==> config.mk <==
export PLATFORM = sky130hd
export DESIGN_NAME = md_stall_sequencer
export DESIGN_NICKNAME = d
export VERILOG_FILES = /design/src/rtl/md_pkg.sv /design/src/rtl/md_decode.sv /design/src/rtl/md_stall_sequencer.sv
export SDC_FILE = /design/constraint.sdc
export NUM_CORES = 1
export LEC_CHECK = 0
export CAP_MARGIN = 40
export CORE_MARGIN = 2
export CORE_UTILIZATION = 35
export CTS_CLUSTER_DIAMETER = 120
export DETAILED_ROUTE_END_ITERATION = 7
export PLACE_DENSITY = 0.7
export SYNTH_ARGS = -nofsm -noshare
export SYNTH_HDL_FRONTEND = slang
export SYNTH_SLANG_ARGS = --single-unit
==> constraint.sdc <==
create_clock -name clock -period 1.8 [get_ports clock]
set_clock_uncertainty 0.05 [all_clocks]
set_input_delay 0.27 -clock clock [delete_from_list [all_inputs] [get_ports clock]]
set_output_delay 0.27 -clock clock [all_outputs]
set_load 0.01 [all_outputs]
==> src/rtl/md_pkg.sv <==
// Shared constants and state type for the multiply/divide stall sequencer.
package md_pkg;

  localparam logic [4:0] OP_ALU     = 5'b00000;
  localparam logic [4:0] ALUOP_MUL  = 5'b00110;
  localparam logic [4:0] ALUOP_DIV  = 5'b00111;
  localparam logic [4:0] REG_STATUS = 5'd30;

  typedef enum logic [1:0] {
    IDLE,
    ISSUE,
    WAIT,
    WRITE
  } md_state_e;

endpackage

==> src/rtl/md_decode.sv <==
// Combinational mul/div recogniser for the fetched instruction word.
module md_decode
  import md_pkg::*;
(
  input  logic [31:0] q_imem,
  input  logic        instr_valid,
  output logic        is_mul,
  output logic        is_div,
  output logic [4:0]  rd
);

  logic alu_op;
  logic unused_bits;

  assign alu_op = instr_valid && (q_imem[31:27] == OP_ALU);
  assign is_mul = alu_op && (q_imem[6:2] == ALUOP_MUL);
  assign is_div = alu_op && (q_imem[6:2] == ALUOP_DIV);
  assign rd     = q_imem[26:22];

  assign unused_bits = ^{q_imem[21:7], q_imem[1:0]};

endmodule

==> src/rtl/md_stall_sequencer.sv <==
// Freezes fetch while the iterative mul/div unit runs, then issues
// exactly one regfile writeback (result to rd, or exception code to r30).
module md_stall_sequencer
  import md_pkg::*;
#(
  parameter int unsigned TIMEOUT      = 64,
  parameter int unsigned CNT_W        = 7,
  parameter int unsigned MUL_EXC_CODE = 4,
  parameter int unsigned DIV_EXC_CODE = 5
) (
  input  logic        clock,
  input  logic        reset_n,
  input  logic [31:0] q_imem,
  input  logic        instr_valid,
  input  logic        data_resultRDY,
  input  logic        data_exception,
  input  logic [31:0] data_result,
  output logic        ctrl_MULT,
  output logic        ctrl_DIV,
  output logic        stall,
  output logic        busy,
  output logic        wb_en,
  output logic [4:0]  wb_addr,
  output logic [31:0] wb_data
);

  md_state_e        state_q;
  logic             mul_q;
  logic [4:0]       rd_q;
  logic [31:0]      res_q;
  logic             exc_q;
  logic [CNT_W-1:0] cnt_q;

  logic       is_mul;
  logic       is_div;
  logic [4:0] dec_rd;
  logic       md;

  md_decode u_decode (
    .q_imem      (q_imem),
    .instr_valid (instr_valid),
    .is_mul      (is_mul),
    .is_div      (is_div),
    .rd          (dec_rd)
  );

  // Gated by reset so every output is low while reset is held.
  assign md = (is_mul || is_div) && reset_n;

  always_ff @(posedge clock or negedge reset_n) begin
    if (!reset_n) begin
      state_q <= IDLE;
      mul_q   <= 1'b0;
      rd_q    <= '0;
      res_q   <= '0;
      exc_q   <= 1'b0;
      cnt_q   <= '0;
    end else begin
      unique case (state_q)
        IDLE: begin
          if (md) begin
            mul_q   <= is_mul;
            rd_q    <= dec_rd;
            state_q <= ISSUE;
          end
        end
        ISSUE: begin
          cnt_q   <= '0;
          exc_q   <= 1'b0;
          state_q <= WAIT;
        end
        WAIT: begin
          cnt_q <= cnt_q + CNT_W'(1);
          if (data_resultRDY) begin
            res_q   <= data_result;
            exc_q   <= data_exception;
            state_q <= WRITE;
          end else if (cnt_q == CNT_W'(TIMEOUT - 1)) begin
            exc_q   <= 1'b1;
            state_q <= WRITE;
          end
        end
        WRITE: begin
          state_q <= IDLE;
        end
        default: begin
          state_q <= IDLE;
        end
      endcase
    end
  end

  always_comb begin
    stall   = 1'b0;
    wb_en   = 1'b0;
    wb_addr = '0;
    wb_data = '0;
    unique case (state_q)
      IDLE:  stall = md;
      ISSUE: stall = 1'b1;
      WAIT:  stall = 1'b1;
      WRITE: begin
        if (exc_q) begin
          wb_en   = 1'b1;
          wb_addr = REG_STATUS;
          wb_data = mul_q ? 32'(MUL_EXC_CODE)
                          : 32'(DIV_EXC_CODE);
        end else if (rd_q != 5'd0) begin
          wb_en   = 1'b1;
          wb_addr = rd_q;
          wb_data = res_q;
        end
      end
      default: stall = 1'b0;
    endcase
  end

  assign busy      = (state_q != IDLE);
  assign ctrl_MULT = (state_q == ISSUE) && mul_q;
  assign ctrl_DIV  = (state_q == ISSUE) && !mul_q;

endmodule

==> flow_summary.toml, run 1 <==
[outcome]
status = "finished, violations left"
failed_checks = "negative setup slack"

[logic_synthesis]
async_flop_share = 1.000
synth_area_sq_um = 2351
syn-num-nets = 273
yosysSeqAreaShare = 0.5109
synth_ff_type = "dfrtp_1"
ys_seq_elements = 48
synth_cells = 198
synth_top_area_share = 0.5109
yosys-top-cells-area = "dfrtp_1, mux2_2, and2_1"
ys_types = 33
synth.largest_area_cell = "dfrtp_1"
synth_warnings = 0
synth-edff-count = 0
avgSynthCellArea_sq_um = 11.87

[cells_and_area]
nets = 403
drive_above_1_share = 0.4650
stdcell_count = 406
fillers = 535
multi_input_area_sq_um = 1196
n_antenna_cell = 0
seqCellArea_sq_um = 1201
area_delta_synth_final_pct = 63.44
final_area_sq_um = 3842

[placed_design]
globalplace.congestion = 0.7698
dpl_cell_area_sq_um = 3560
dp.cells = 386
hpwlAfterDp_um = 4109
io_buffers = 93

[clocking]
clk_path_buf_depth = 2
clock_latency_ns = 0.31
cts_tree = "built"
clk_pin_slew_ns = 0.10
cts_root_buffer = "clkbuf_8"
htree_levels = 2
cts.sinks = 48
cts_buffers = 5

[power_and_ir_drop]
p_seq_frac = 0.372
cell_internal_pwr_mw = 3.166
switchingPower_mw = 1.415
power_mw = 4.581
p_per_area_nw_per_um2 = 1192
combPwrFrac = 0.448
p_sw_frac = 0.3088
power.clock.fraction = 0.179
leakagePower_nw = 1.842
ir_worst_vdd_uv = 539.4

[critical_path]
worstPathMaxFanout = 19
crit_type = "reg -> out"
start_kind = "flop"
crit_required_ns = 1.48
critPathArrivalTime_ns = 1.60
crit_path_end_kind = "output pin"

[sta]
timing.final.crit_share = 1.066
hold_viol = 0
setup_viol = 44
worstMarginPinSlew_ns = 0.6091
fin_crit_ns = 1.919
layout_setup_ws_ns = -0.1188
rsz0062_at_grt = "true"
drv_slew = 0
maxSlewHeadroom = 0.5939
max_freq_mhz = 521.2
finalSetupTns_ns = -3.484

[detailed_routing]
drt_iter0_drc = 46
top_layer = "met4"
totalWireLength_um = 5862
dr.pass1.iters = 3
met2_length_um = 3016
drtAntennaViolNets = 0
drc_errors = 0
wire_per_inst_um = 14.44
wl_met3_um = 310
num_vias = 1937
wl_met1_um = 2464
viasPerCell = 4.771

[floorplan]
dieArea_sq_um = 7389
row_count = 29
die_y_um = 85.96
io-pin-count = 111
die_width_um = 85.96
initial_core_util = 0.3661
core_sq_um = 6422

[flow_run]
maxCapViolations = 0

[global_route]
overflow = 0
first_global_vias = 1950
grt_pass1_wl_um = 9356
grt_util_all_layers = 0.1591
antenna_found_initial = 0
grt_max_degree = 49

[hold_path]
hp-class = "in -> async"
[layout by cell type, fill, tap and decap left out, types with 3 or more instances in the layout]
master           instances
dfrtp_1                 48
clkdlybuf4s50_1         48
mux2_2                  37
buf_2                   27
buf_4                   27
and2_1                  21
buf_6                   19
and2_4                  10
o21ai_0                  8
nor2_1                   6
nand2_1                  6
clkbuf_8                 6
inv_1                    5
o21a_1                   4
nand3_1                  4
ha_4                     4
inv_2                    3
mux2i_1                  3
buf_12                   3
[synth_stat cells, types with 2 or more instances]
cell and number:
a21oi_1 2, a22o_1 2, and2_1 31, and3_1 2, buf_2 6, clkbuf_1 3, dfrtp_1 48, ha_1 6
inv_1 10, mux2_2 37, mux2i_1 3, nand2_1 7, nand3_1 4, nor2_1 6, o21a_1 4, o21ai_0 9
or3_1 2
[power by group through the flow]
stage / sequential, mW / combinational (mW) / clock (mW)
3_5_place_dp: 1.71 / 1.66 / 0
2_1_floorplan: 1.65 / 0.958 / 0
5_1_grt: 1.76 / 2.24 / 0.896
6_report: 1.71 / 2.05 / 0.822
4_1_cts: 1.70 / 1.81 / 0.852
3_3_place_gp: 1.68 / 1.61 / 0
[what timing repair did]
item | 4_1_cts | 5_1_grt
setup buffers | 4 | 9
endpoints found under the setup margin | 42 | 77
gates resized for setup | 182 | 38
hold buffers | 0 | 0
pin swaps | 11 | 12
cloned | 0 | 1
[registers in the layout, indices dropped and copies added (netlist names)]
name and flops:
mul_q 1, res_q 32, cnt_q 7, rd_q 5, exc_q 1, state_q 2
[path summary, 6_finish.rpt]
path                       cells after the start       start  slack, ns          end
hold / removal                                 2     reset_n       0.02     res_q[5]
max in group asynchronous                      2     reset_n       1.25    res_q[13]
setup / recovery                               6     rd_q[0]      -0.12  wb_data[19]
min in group clock                             2   q_imem[2]       0.45        mul_q
hold reg to reg                                1   res_q[18]       0.45    res_q[18]
setup reg to reg                               8  state_q[0]      -0.01    res_q[27]
[metal layers]
metal | vias up | GRT usage
li1 | 935 | -
met1 | 937 | 0.2049
met2 | 57 | 0.2692
met3 | 8 | 0.03561
met4 | 0 | 0.04329
met5 | - | 0
[cell families after synthesis]
family	Yosys count	synth area share
buffers and inverters	19	0.03353
DFF	48	0.5109
adders and majority gates	6	0.03193
and+or+nand+nor	61	0.1634
muxes	40	0.1900
xor gates and xnor gates	1	0.003726
AOI/OAI and AO/OA	23	0.06653
[worst max-delay path, stage by stage, from the launching register on]
cell	delay (ns)
dfrtp_1	0.40
nor3_2	0.18
nand2_1	0.10
and3_4	0.18
buf_12	0.15
and2_1	0.15
buf_2	0.13
[per-stage QoR]
| step | util | setup slack [ns] | hold WS [ns] |
|---|---|---|---|
| floorplan | - | 0.1570 | -0.07559 |
| finish | 0.5983 | -0.1188 | 0.02224 |
| CTS | 0.5640 | -0.1621 | 0.05895 |
| global route | 0.5983 | -0.2005 | 0.09363 |
| global placement | 0.5543 | -0.4015 | 0.3866 |
| detailed placement | 0.5543 | -0.4424 | 0.3914 |
[final cells by class]
type	instances	share of cell area
multi-input cells	131	0.3113
inverters	10	0.01107
clock inverters	2	0.01009
flip-flops and latches	48	0.3126
repair buffers	132	0.3084
well taps	77	0.02507
clock buffers	6	0.02149
Note: power is estimated with default switching activity, not from simulation.
==> run 2: changes to the inputs <==
- ABC_AREA: default -> 1
- PLACE_DENSITY: 0.7 -> 0.68
==> flow_summary.toml, run 2 <==
[sta]
drv_slew = 0
fin_crit_ns = 1.928
timing.final.crit_share = 1.071
rsz0062_at_grt = "true"
setup_viol = 32
maxSlewHeadroom = 0.5980
max_freq_mhz = 518.8
layout_setup_ws_ns = -0.1276
hold_viol = 0
holdWs_ns = 0.06678
worstMarginPinSlew_ns = 0.6030

[floorplan]
row_count = 31
die_y_um = 90.93
die_width_um = 90.93
io-pin-count = 111
dieArea_sq_um = 8268
core_sq_um = 7292
initial_core_util = 0.3627

[logic_synthesis]
synth-edff-count = 0
synth_area_sq_um = 2645
synth_warnings = 0
synth_top_area_share = 0.4541
ys_types = 20
ys_seq_elements = 48
async_flop_share = 1.000
synth.most_common_cell = "inv_1"
syn-num-nets = 362
avgSynthCellArea_sq_um = 9.216
synth_common_cells = "inv_1, dfrtp_1, nand3_1"
yosysSeqAreaShare = 0.4541
yosys-top-cells-area = "dfrtp_1, mux2_4, inv_1"
synth_ff_type = "dfrtp_1"
synth_cells = 287
synth.largest_area_cell = "dfrtp_1"

[critical_path]
critPathLaunch = "state_q[1]"
r2r_cells = 6
crit_path_end_kind = "output pin"
r2r-end = "res_q[14]"
reg2reg_slack_ns = 0.10
crit_required_ns = 1.48
worstPathMaxFanout = 6
crit_type = "reg -> out"
critPathArrivalTime_ns = 1.61
r2r-start = "state_q[1]"
start_kind = "flop"

[cells_and_area]
multi_input_area_sq_um = 1323
top_register = "res_q"
fillers = 639
final_common_cell = "clkdlybuf4s50_1"
seqCellArea_sq_um = 1202
area_delta_synth_final_pct = 62.87
n_antenna_cell = 0
final_cell_mix = "clkdlybuf4s50_1, dfrtp_1, inv_1"
drive_above_1_share = 0.4245
nets = 498
reg.largest.list = "res_q x32, cnt_q x7, rd_q x5"
largest_reg_flops = 32
final_area_sq_um = 4308

[detailed_routing]
drt_iter0_drc = 75
viasPerCell = 4.514
drc_errors = 0
dr.pass1.iters = 4
drtAntennaViolNets = 0
num_vias = 2361
totalWireLength_um = 7114
wire_per_inst_um = 13.60

[global_route]
antenna_found_initial = 0
grt_util_all_layers = 0.1699
first_global_vias = 2422
grt_max_degree = 49
grt_pass1_wl_um = 11530
overflow = 0

[power_and_ir_drop]
p_seq_frac = 0.346
power.clock.fraction = 0.157
p_per_area_nw_per_um2 = 1216
switchingPower_mw = 1.740
ir_worst_vdd_uv = 913.0
p_sw_frac = 0.3322
leakagePower_nw = 2.318
cell_internal_pwr_mw = 3.499
combPwrFrac = 0.497

[clocking]
clk_path_buf_depth = 2
cts.sinks = 48
clock_latency_ns = 0.29
clk_pin_slew_ns = 0.08
cts_buffers = 5
cts_root_buffer = "clkbuf_8"
cts_tree = "built"
htree_levels = 2

[placed_design]
globalplace.congestion = 0.8004
dpl_cell_area_sq_um = 3875
io_buffers = 93
hpwlAfterDp_um = 4768

[outcome]
failed_checks = "negative setup slack"
status = "finished, violations left"

[flow_run]
maxCapViolations = 0

[hold_path]
hp-class = "in -> async"
## run 2: worst max-delay path by stage
stage,to,slack [ns],depth (start not counted)
CTS,wb_data[3],-0.17,8
global placement,stall,-0.40,7
finish,wb_data[1],-0.13,9
global route,wb_data[12],-0.23,8
floorplan,stall,0.18,5
detailed placement,stall,-0.40,7
## run 2: repair_timing
item	CTS	global route
pin swaps	6	7
setup buffers	11	4
gates resized for setup	192	58
cloned	4	3
hold buffers	0	0
setup endpoints to repair	42	76
## run 2: stage by stage
step           setup WS, ns  TNS, ns  cells  power (mW)    util
6_report            -0.1276   -1.611    523       5.239  0.5908
5_1_grt             -0.2342   -5.004    523       5.574  0.5908
4_1_cts             -0.1711   -3.193    519       5.048  0.5657
3_5_place_dp        -0.4024   -5.272    497       3.875  0.5314
3_3_place_gp        -0.3971   -4.289    497       3.832  0.5314
2_1_floorplan        0.1828        0    287       3.073       -
## run 2: final cells by class
cell class / count / area share
well taps: 99 / 0.02875
clock inverters: 2 / 0.009004
inverters: 59 / 0.05315
flip-flops and latches: 48 / 0.2791
multi-input cells: 168 / 0.3070
clock buffers: 6 / 0.01917
repair buffers: 141 / 0.3038
## run 2: cell families (layout without fill, tap and decap cells)
family                   after synthesis  in the layout  synth area share
AND/OR/NAND/NOR                      117            117            0.2015
buffers and inverters                 71            208            0.1112
flip-flops                            48             48            0.4541
multiplexers                          32             32            0.1788
AO/OA/AOI/OAI                         13             13           0.02601
adder cells (fa/ha/maj)                6              6           0.02838
## run 2: power by group through the flow
| stage | registers (mW) | clock network (mW) | logic, mW |
|---|---|---|---|
| final | 1.81 | 0.823 | 2.60 |
| after global routing | 1.86 | 0.874 | 2.84 |
| after CTS | 1.77 | 0.839 | 2.44 |
| after detailed placement | 1.77 | 0 | 2.11 |
| after global placement | 1.75 | 0 | 2.09 |
| after floorplan | 1.71 | 0 | 1.37 |
## run 2: worst max-delay path: stages, from the launching register on
cell and delay (ns):
dfrtp_1 0.40, ha_4 0.17, inv_4 0.04, nor2_4 0.10, buf_6 0.14, buf_8 0.14, buf_6 0.10, nand3_2 0.06
inv_1 0.05, buf_2 0.12
## run 2: metal layers
| metal | wire length, um | track usage | part of all wire | vias to the layer above |
|---|---|---|---|---|
| li1 | - | - | - | 1182 |
| met1 | 3091 | 0.2183 | 0.43 | 1130 |
| met2 | 3733 | 0.2988 | 0.52 | 47 |
| met3 | 260 | 0.03485 | 0.037 | 2 |
| met4 | 28 | 0.03030 | 0.0039 | 0 |
| met5 | 0 | 0 | 0 | - |
==> run 3: changes to the inputs <==
- CAP_MARGIN: 40 -> default
- CORE_ASPECT_RATIO: default -> 1.75
==> flow_summary.toml, run 3 (same netlist as run 2, synthesis figures left out) <==
[outcome]
status = "finished, violations left"
failed_checks = "negative setup slack"

[detailed_routing]
wire_per_inst_um = 13.59
dr.pass1.iters = 4
totalWireLength_um = 6769
viasPerCell = 4.735
drc_errors = 0
drt_iter0_drc = 115
num_vias = 2358
drtAntennaViolNets = 0

[placed_design]
hpwlAfterDp_um = 4726
io_buffers = 93
globalplace.congestion = 0.8003
dpl_cell_area_sq_um = 3851

[sta]
max_freq_mhz = 538.9
fin_crit_ns = 1.856
worstMarginPinSlew_ns = 0.5923
maxSlewHeadroom = 0.6051
rsz0062_at_grt = "true"
hold_viol = 0
drv_slew = 0
finalSetupTns_ns = -0.4973
layout_setup_ws_ns = -0.05556
setup_viol = 25
timing.final.crit_share = 1.031

[critical_path]
crit_path_end_kind = "output pin"
cp_cell_sequence = "ha_2, inv_2, nor2_4, buf_6, buf_16, nand3_1, inv_1, buf_2"
worstPathMaxFanout = 8
crit_type = "reg -> out"
start_kind = "flop"
max_stage_delay_ns = 0.36
slowest_stage = "dfrtp_1"
crit_required_ns = 1.48
critPathArrivalTime_ns = 1.54
cp_num_buf_inv = 5
crit_family = "buffers and inverters"

[cells_and_area]
n_antenna_cell = 0
final_common_cell = "clkdlybuf4s50_1"
area_delta_synth_final_pct = 55.11
final_area_sq_um = 4103
drive_above_1_share = 0.3683
largest_reg_flops = 32
top_register = "res_q"
fin_util = 0.5498
final_cell_mix = "clkdlybuf4s50_1, inv_1, dfrtp_1"
reg.largest.list = "res_q x32, cnt_q x7, rd_q x5"
nets = 484

[global_route]
grt_util_all_layers = 0.1578
antenna_found_initial = 0
first_global_vias = 2340
grt_pass1_wl_um = 10560
grt_max_degree = 49
overflow = 0

[clocking]
cts.sinks = 48
cts_tree = "built"
cts_buffers = 5
clk_path_buf_depth = 2
htree_levels = 2
clock_latency_ns = 0.29
clk_pin_slew_ns = 0.06
ctsHoldBuffers = 0
cts_root_buffer = "clkbuf_16"

[floorplan]
row_count = 42
dieArea_sq_um = 8296
io-pin-count = 111
initial_core_util = 0.3545
core_sq_um = 7462
die_y_um = 119
die_width_um = 69.72

[power_and_ir_drop]
leakagePower_nw = 2.253
ir_worst_vdd_uv = 691.1
p_per_area_nw_per_um2 = 1259
power_mw = 5.163

[hold_path]
hp-class = "in -> async"

[flow_run]
maxCapViolations = 0
==> run 3: changes by cell type in the layout (fill, tap and decap cells not counted), sizes merged <==
cell and change:
buf -13, bufinv -1, clkinv -1, dlygate4sd2 +1
==> run 3: stage by stage <==
stage,hold WS (ns),setup slack [ns],cells
after CTS,0.1028,-0.2167,494
after floorplan,-0.07559,0.1828,287
after global routing,0.1398,-0.1194,498
after detailed placement,0.4073,-0.3257,483
final,0.07455,-0.05556,498
after global placement,0.4051,-0.3017,483
==> run 3: routing by layer <==
| metal | up-vias | part of all wire | GRT usage |
|---|---|---|---|
| li1 | 1156 | - | - |
| met3 | 11 | 0.044 | 0.02876 |
| met5 | - | 0 | 0 |
| met2 | 75 | 0.55 | 0.2879 |
| met1 | 1116 | 0.38 | 0.1771 |
| met4 | 0 | 0.024 | 0.06731 |
==> run 3: path summary, 6_finish.rpt <==
path | start | to | slack [ns] | depth (start not counted)
max | state_q[1] | wb_data[13] | -0.06 | 8
min | reset_n | res_q[30] | 0.07 | 2
max reg2reg | state_q[0] | res_q[13] | 0.14 | 7
min reg2reg | rd_q[4] | rd_q[4] | 0.43 | 2
max in group asynchronous | reset_n | exc_q | 1.19 | 2
min in group clock | rd_q[4] | rd_q[4] | 0.43 | 2
==> run 3: layout make-up <==
| type | instances | area, sq um |
|---|---|---|
| timing repair buffer | 127 | 1156 |
| sequential | 48 | 1202 |
| fill | 691 | 3359 |
| tap | 88 | 110.1 |
| multi-input combinational | 168 | 1261 |
| inverter | 59 | 226.5 |
| clock buffer | 8 | 146.4 |
==> run 3: power by group <==
group	switching (mW)	internal, mW
logic	1.03	1.42
clock network	0.370	0.554
registers	0.268	1.51
==> run 3: timing repair <==
action | CTS | global route
endpoints found under the setup margin | 42 | 70
resized for setup | 129 | 82
buffers inserted | 2 | 4
cloned | 1 | 2
pin swaps | 5 | 5
